`src/rtl/hex_entry_if.sv`:
```
// Signal bundle between the hex entry buffer and its environment: switch/button
// inputs, the assembled word, and the downstream valid/ready handshake.
interface hex_entry_if #(
  parameter int NDIGITS = 16,
  parameter int DIGIT_W = 4
);
  localparam int CW = $clog2(NDIGITS + 1);

  logic [DIGIT_W-1:0]         din;
  logic                       load_n;
  logic                       backspace_n;
  logic                       clear_n;
  logic [NDIGITS*DIGIT_W-1:0] values;
  logic [CW-1:0]              n_entered;
  logic                       data_valid;
  logic                       data_ready;
  logic                       err;
  logic [2:0]                 state;

  // Handshake: a word transfers on a rising clk edge where data_valid and
  // data_ready are both high; values holds steady while data_valid is high,
  // and data_valid never drops without a transfer (or reset/backspace/clear).
  modport master (
    output din, load_n, backspace_n, clear_n, data_ready,
    input  values, n_entered, data_valid, err, state
  );

  modport slave (
    input  din, load_n, backspace_n, clear_n, data_ready,
    output values, n_entered, data_valid, err, state
  );
endinterface

```
`src/rtl/hex_entry_buffer.sv`:
```
// Collects switch digits into an NDIGITS-wide word under button control and
// offers the completed word downstream over a valid/ready handshake.
module hex_entry_buffer #(
  parameter int NDIGITS         = 16,
  parameter int DIGIT_W         = 4,
  parameter int CLEAR_ON_ACCEPT = 1
) (
  input  logic        clk,
  input  logic        rst,
  hex_entry_if.slave  hex_bus
);
  localparam int              CW    = $clog2(NDIGITS + 1);
  localparam int              VW    = NDIGITS * DIGIT_W;
  localparam logic [CW-1:0]   MAX_N = CW'(NDIGITS);
  localparam logic [CW-1:0]   ONE   = CW'(1);

  typedef enum logic [2:0] {
    IDLE       = 3'd0,
    LOAD_HELD  = 3'd1,
    BACK_HELD  = 3'd2,
    CLEAR_HELD = 3'd3,
    FULL       = 3'd4,
    ERR_HELD   = 3'd5
  } state_t;

  state_t          r_state;
  logic [VW-1:0]   r_values;
  logic [CW-1:0]   r_n;
  logic            r_err;
  logic            r_err_from_load;

  // Button bit order everywhere: {clear, backspace, load}
  logic [2:0]      r_sync1;
  logic [2:0]      r_sync2;
  logic [2:0]      r_sync3;
  logic [2:0]      w_held;
  logic [2:0]      w_press;

  always_ff @(posedge clk or posedge rst) begin
    if (rst) begin
      r_sync1 <= '1;
      r_sync2 <= '1;
      r_sync3 <= '1;
    end else begin
      r_sync1 <= {hex_bus.clear_n, hex_bus.backspace_n, hex_bus.load_n};
      r_sync2 <= r_sync1;
      r_sync3 <= r_sync2;
    end
  end

  // A press acts once, on the first cycle its synchronised level is seen low.
  assign w_held  = ~r_sync2;
  assign w_press = ~r_sync2 & r_sync3;

  function automatic logic [VW-1:0] set_slot(input logic [VW-1:0]      v,
                                             input logic [CW-1:0]      k,
                                             input logic [DIGIT_W-1:0] d);
    logic [VW-1:0] res;
    res = v;
    for (int s = 0; s < NDIGITS; s++) begin
      if (k == CW'(s)) res[(NDIGITS-s)*DIGIT_W-1 -: DIGIT_W] = d;
    end
    return res;
  endfunction

  always_ff @(posedge clk or posedge rst) begin
    if (rst) begin
      r_state         <= IDLE;
      r_values        <= '0;
      r_n             <= '0;
      r_err           <= 1'b0;
      r_err_from_load <= 1'b0;
    end else begin
      r_err <= 1'b0;
      case (r_state)
        IDLE: begin
          if (w_press[0]) begin
            if (r_n != MAX_N) begin
              r_values <= set_slot(r_values, r_n, hex_bus.din);
              r_n      <= r_n + ONE;
              r_state  <= LOAD_HELD;
            end else begin
              r_err           <= 1'b1;
              r_err_from_load <= 1'b1;
              r_state         <= ERR_HELD;
            end
          end else if (w_press[1]) begin
            if (r_n != '0) begin
              r_values <= set_slot(r_values, r_n - ONE, '0);
              r_n      <= r_n - ONE;
              r_state  <= BACK_HELD;
            end else begin
              r_err           <= 1'b1;
              r_err_from_load <= 1'b0;
              r_state         <= ERR_HELD;
            end
          end else if (w_press[2]) begin
            r_values <= '0;
            r_n      <= '0;
            r_state  <= CLEAR_HELD;
          end
        end
        LOAD_HELD: begin
          if (!w_held[0]) r_state <= (r_n == MAX_N) ? FULL : IDLE;
        end
        BACK_HELD: begin
          if (!w_held[1]) r_state <= IDLE;
        end
        CLEAR_HELD: begin
          if (!w_held[2]) r_state <= IDLE;
        end
        ERR_HELD: begin
          if (!(r_err_from_load ? w_held[0] : w_held[1])) r_state <= IDLE;
        end
        FULL: begin
          // FULL always holds NDIGITS digits, so backspace here cannot underflow.
          if (hex_bus.data_ready) begin
            if (CLEAR_ON_ACCEPT != 0) begin
              r_values <= '0;
              r_n      <= '0;
            end
            r_state <= IDLE;
          end else if (w_press[1]) begin
            r_values <= set_slot(r_values, r_n - ONE, '0);
            r_n      <= r_n - ONE;
            r_state  <= BACK_HELD;
          end else if (w_press[2]) begin
            r_values <= '0;
            r_n      <= '0;
            r_state  <= CLEAR_HELD;
          end
        end
        default: begin
          r_state <= IDLE;
          r_err   <= 1'b1;
        end
      endcase
    end
  end

  assign hex_bus.values     = r_values;
  assign hex_bus.n_entered  = r_n;
  assign hex_bus.data_valid = (r_state == FULL);
  assign hex_bus.err        = r_err;
  assign hex_bus.state      = r_state;
endmodule

```
`src/flat_wrapper.sv`:
```
// flat-port wrapper written by rule: the top's interface ports become plain ports
module hex_entry_buffer_flat 
#(
  parameter int NDIGITS         = 16,
  parameter int DIGIT_W         = 4,
  parameter int CLEAR_ON_ACCEPT = 1
)
  (clk, rst, hex_bus_din, hex_bus_load_n, hex_bus_backspace_n, hex_bus_clear_n, hex_bus_data_ready, hex_bus_values, hex_bus_n_entered, hex_bus_data_valid, hex_bus_err, hex_bus_state);
  hex_entry_if #(.NDIGITS(NDIGITS), .DIGIT_W(DIGIT_W)) hex_bus_i ();
  input  logic clk;
  input  logic rst;
  input wire logic [$bits(hex_bus_i.din)-1:0] hex_bus_din;
  input wire logic [$bits(hex_bus_i.load_n)-1:0] hex_bus_load_n;
  input wire logic [$bits(hex_bus_i.backspace_n)-1:0] hex_bus_backspace_n;
  input wire logic [$bits(hex_bus_i.clear_n)-1:0] hex_bus_clear_n;
  input wire logic [$bits(hex_bus_i.data_ready)-1:0] hex_bus_data_ready;
  output wire logic [$bits(hex_bus_i.values)-1:0] hex_bus_values;
  output wire logic [$bits(hex_bus_i.n_entered)-1:0] hex_bus_n_entered;
  output wire logic [$bits(hex_bus_i.data_valid)-1:0] hex_bus_data_valid;
  output wire logic [$bits(hex_bus_i.err)-1:0] hex_bus_err;
  output wire logic [$bits(hex_bus_i.state)-1:0] hex_bus_state;
  assign hex_bus_i.din = hex_bus_din;
  assign hex_bus_i.load_n = hex_bus_load_n;
  assign hex_bus_i.backspace_n = hex_bus_backspace_n;
  assign hex_bus_i.clear_n = hex_bus_clear_n;
  assign hex_bus_i.data_ready = hex_bus_data_ready;
  assign hex_bus_values = hex_bus_i.values;
  assign hex_bus_n_entered = hex_bus_i.n_entered;
  assign hex_bus_data_valid = hex_bus_i.data_valid;
  assign hex_bus_err = hex_bus_i.err;
  assign hex_bus_state = hex_bus_i.state;
  hex_entry_buffer #(.NDIGITS(NDIGITS), .DIGIT_W(DIGIT_W), .CLEAR_ON_ACCEPT(CLEAR_ON_ACCEPT)) u_core (.clk(clk), .rst(rst), .hex_bus(hex_bus_i));
endmodule
```
`config.mk`:
```
export PLATFORM = sky130hd
export DESIGN_NAME = hex_entry_buffer_flat
export DESIGN_NICKNAME = d
export VERILOG_FILES = /design/src/rtl/hex_entry_if.sv /design/src/rtl/hex_entry_buffer.sv /design/src/flat_wrapper.sv
export SDC_FILE = /design/constraint.sdc
export NUM_CORES = 1
export LEC_CHECK = 0
export CELL_PAD_IN_SITES_DETAIL_PLACEMENT = 0
export CELL_PAD_IN_SITES_GLOBAL_PLACEMENT = 1
export CORE_ASPECT_RATIO = 1.1
export CORE_MARGIN = 10
export CORE_UTILIZATION = 53
export DETAILED_ROUTE_END_ITERATION = 7
export DONT_BUFFER_PORTS = 1
export PLACE_DENSITY_LB_ADDON = 0.1
export RECOVER_POWER = 100
export SLEW_MARGIN = 40
export SYNTH_ARGS = -nofsm -noshare
export SYNTH_HDL_FRONTEND = slang
export SYNTH_SLANG_ARGS = --single-unit
```
`constraint.sdc`:
```
create_clock -name clk -period 6.4 [get_ports clk]
set_clock_uncertainty 0.1 [all_clocks]
set_input_delay 0.64 -clock clk [delete_from_list [all_inputs] [get_ports clk]]
set_output_delay 0.64 -clock clk [all_outputs]
set_load 0.02 [all_outputs]
```
==> reports/summary.json <==
{
  "initial_core_util": {"value": 55.0, "unit": "%"},
  "design.die.area": {"value": 12400, "unit": "um2"},
  "holdBufCountCts": {"value": 0},
  "synthesis.area_per_instance": {"value": 10.4, "unit": "um2"},
  "layout-drive-gt1-share": {"value": 11.3, "unit": "%"},
  "path_buf_inv": {"value": 2},
  "synth_area_leaders": {"value": "sky130_fd_sc_hd__dfrtp_1 (42%), sky130_fd_sc_hd__o2bb2ai_1 (6.5%), sky130_fd_sc_hd__dfstp_2 (5.3%), sky130_fd_sc_hd__o22ai_1 (3.3%), sky130_fd_sc_hd__inv_1 (2.6%)"},
  "path_common_cell": {"value": "sky130_fd_sc_hd__a21oi_1"},
  "placement_rows": {"value": 34},
  "layout.core_utilization": {"value": 57.8, "unit": "%"},
  "path_class": {"value": "flop to flop"},
  "cts_repair_resizes": {"value": 0},
  "residual_drc_count": {"value": 0},
  "critPathSlowestCell": {"value": "sky130_fd_sc_hd__dfrtp_1"},
  "grtUsageTotal": {"value": 20.1, "unit": "%"},
  "cts_sinks": {"value": 83},
  "synth_area": {"value": 4420, "unit": "um2"},
  "worstPathCellList": {"value": "inv_1 -> ha_1 -> and4bb_1 -> a21oi_1 -> clkbuf_1 -> o21ai_0 -> a21oi_1 -> o22ai_1"},
  "coreArea": {"value": 8040, "unit": "um2"},
  "vdd.ir_drop.worst": {"value": 0.268, "unit": "mV"},
  "max_stage_delay": {"value": 650, "unit": "ps"},
  "critPathMaxFanout": {"value": 20},
  "port_buffers": {"value": 0},
  "hold_violations": {"value": 0},
  "cts_inserted_buffers": {"value": 9},
  "max_clock_freq": {"value": 285, "unit": "MHz"},
  "antenna_cells": {"value": 0},
  "reg2reg_depth": {"value": 8},
  "routed_wirelength": {"value": 12.4, "unit": "mm"},
  "holdPathStages": {"value": 0},
  "tightestPinTransition": {"value": 1190, "unit": "ps"},
  "postCtsSetupBuffers": {"value": 0},
  "max_cap_violations": {"value": 0},
  "yosys-top-cells-count": {"value": "sky130_fd_sc_hd__dfrtp_1 (74), sky130_fd_sc_hd__o2bb2ai_1 (33), sky130_fd_sc_hd__inv_1 (31)"},
  "wire_length_of_the_first_global_routing_pass": {"value": 19.7, "unit": "mm"},
  "clock_insertion_delay_worst_skew": {"value": 360, "unit": "ps"},
  "clock_tree_from_tritoncts": {"value": "built"},
  "synth_largest_area_cell": {"value": "sky130_fd_sc_hd__dfrtp_1"},
  "antenna_found_initial": {"value": 0},
  "critical_path_cell_count": {"value": 8},
  "flow.area_growth_from_synthesis": {"value": 5.07, "unit": "%"},
  "power.density": {"value": 550, "unit": "nW/um2"},
  "outcome": {"value": "complete, no violations"},
  "cts_h_tree_depth": {"value": 3},
  "synth.net_count": {"value": 442},
  "endpoint_kind": {"value": "flop"},
  "clock_tree.buffer_depth": {"value": 2},
  "setup_viol_count_final": {"value": 0},
  "num_io_pins": {"value": 84},
  "number_of_max_slew_violations_in_the_final_report": {"value": 0},
  "drc_violation_total_after_the_first_tritonroute_iteration": {"value": 383},
  "vias": {"value": 3494},
  "root_buffer": {"value": "sky130_fd_sc_hd__clkbuf_8"},
  "antenna_left": {"value": 0},
  "hold_class": {"value": "input pin to flop"},
  "post_synth_num_cell_types": {"value": 73},
  "placedInstanceArea": {"value": 4470, "unit": "um2"},
  "power.total": {"value": 2.56, "unit": "mW"},
  "slew_headroom": {"value": 18.1, "unit": "%"},
  "grt_pass1_vias": {"value": 3480},
  "path_clk_slew": {"value": 80, "unit": "ps"},
  "routed_via_density": {"value": 6.56},
  "grt_overflow": {"value": 0},
  "dp.final_hpwl": {"value": 8.72, "unit": "mm"},
  "family_of_cells_with_the_greatest_summed_delay_on_the_critical_path": {"value": "compound AO/OA/AOI/OAI gates"},
  "ffs_w_async_s_r_synth": {"value": 100, "unit": "%"},
  "gp_congestion": {"value": 0.872},
  "synth.most_common_cell": {"value": "sky130_fd_sc_hd__dfrtp_1"},
  "finalNetCount": {"value": 436},
  "static_leakage": {"value": 1.96, "unit": "nW"},
  "arr_time_crit_path": {"value": 3630, "unit": "ps"},
  "timing.setup.tns": {"value": 0, "unit": "ps"},
  "grt_max_degree": {"value": 84},
  "netlist_instances": {"value": 426},
  "final.period_utilization": {"value": 54.9, "unit": "%"},
  "synth_top_flop_cell": {"value": "sky130_fd_sc_hd__dfrtp_1"},
  "routed_wire_length_per_instance": {"value": 23.2, "unit": "um"},
  "synthDominantCellAreaShare": {"value": 41.9, "unit": "%"},
  "yosys_register_bits": {"value": 83},
  "fillerInstances": {"value": 690},
  "drt_pre_antenna_iters": {"value": 5},
  "rsz0062_at_grt": {"value": "false"},
  "timing.critical_path.from_type": {"value": "flop"},
  "required": {"value": 6510, "unit": "ps"},
  "synth_seq_area_share": {"value": 47.2, "unit": "%"},
  "synth_edf_count": {"value": 0},
  "dieHeight": {"value": 116, "unit": "um"},
  "final_period_minus_worst_setup_slack": {"value": 3510, "unit": "ps"},
  "ys.warnings.count": {"value": 0},
  "fin_area": {"value": 4650, "unit": "um2"},
  "floorplan.die.width": {"value": 107, "unit": "um"}
}
-- routing by layer --
layer	vias up	wire length, um	GRT usage (%)
met4	0	226	5.96
met5	-	0	0
met2	115	5950	31.8
met3	20	1050	7.22
met1	1776	5150	25.3
li1	1583	-	-
-- report_power, final --
part / switching [mW] / internal, mW
sequential: 0.484 / 0.733
combinational: 0.562 / 0.358
clock: 0.189 / 0.231
-- metrics by stage --
step,std cells,setup slack [ps],hold slack [ps]
floorplan,426,3540,245
global placement,517,3360,246
detailed placement,517,3500,250
CTS,533,3480,163
global route,533,2610,146
finish,533,2890,167
-- layout by cell type (no fill, tap or decap), types with 7 or more instances in the layout --
cell type and instances:
sky130_fd_sc_hd__dfrtp_1 74, sky130_fd_sc_hd__o2bb2ai_1 33, sky130_fd_sc_hd__inv_1 31, sky130_fd_sc_hd__o21ai_0 27, sky130_fd_sc_hd__nand2_1 24, sky130_fd_sc_hd__nor2_1 23
sky130_fd_sc_hd__o22ai_1 23, sky130_fd_sc_hd__a21oi_1 15, sky130_fd_sc_hd__nand3_1 11, sky130_fd_sc_hd__clkbuf_8 10, sky130_fd_sc_hd__nor3_1 8, sky130_fd_sc_hd__nor2b_1 7
sky130_fd_sc_hd__nor3b_1 7
-- area by class of cell --
cell class | count | area [um2] | share of cell area [%]
multi-input combinational | 289 | 2040 | 44.0
sequential | 83 | 2090 | 45.0
inverter | 32 | 121 | 2.61
timing repair buffer | 5 | 37.5 | 0.808
clock buffer | 12 | 145 | 3.12
tap | 108 | 135 | 2.91
clock inverter | 4 | 73.8 | 1.59
-- sequential cells by signal, indices dropped and copies added (netlist names) --
name                      count
u_core.r_sync2                3
u_core.hex_bus.n_entered      5
u_core.r_sync1                3
u_core.r_err_from_load        1
u_core.hex_bus.values        64
u_core.hex_bus.state          3
u_core.hex_bus.err            1
u_core.r_sync3                3
-- cell families after synthesis --
logic type	synth area share [%]
multiplexers	1.53
AO/OA/AOI/OAI	28.4
buffers and inverters	5.77
AND/OR/NAND/NOR	15.0
adder cells (fa/ha/maj)	1.70
flip-flops	47.2
XOR/XNOR	0.396
-- path summary, 6_finish.rpt --
path	start	to	slack (ps)
min in group asynchronous	rst	u_core.hex_bus.values[55]	280
setup reg to reg	u_core.hex_bus.n_entered[0]	u_core.hex_bus.values[23]	2890
setup / recovery	u_core.hex_bus.n_entered[0]	u_core.hex_bus.values[23]	2890
hold reg to reg	u_core.r_sync1[2]	u_core.r_sync2[2]	270
max in group asynchronous	rst	u_core.hex_bus.values[1]	5410
hold / removal	hex_bus_backspace_n	u_core.r_sync1[1]	170
Note: power is estimated with default switching activity, not from simulation.
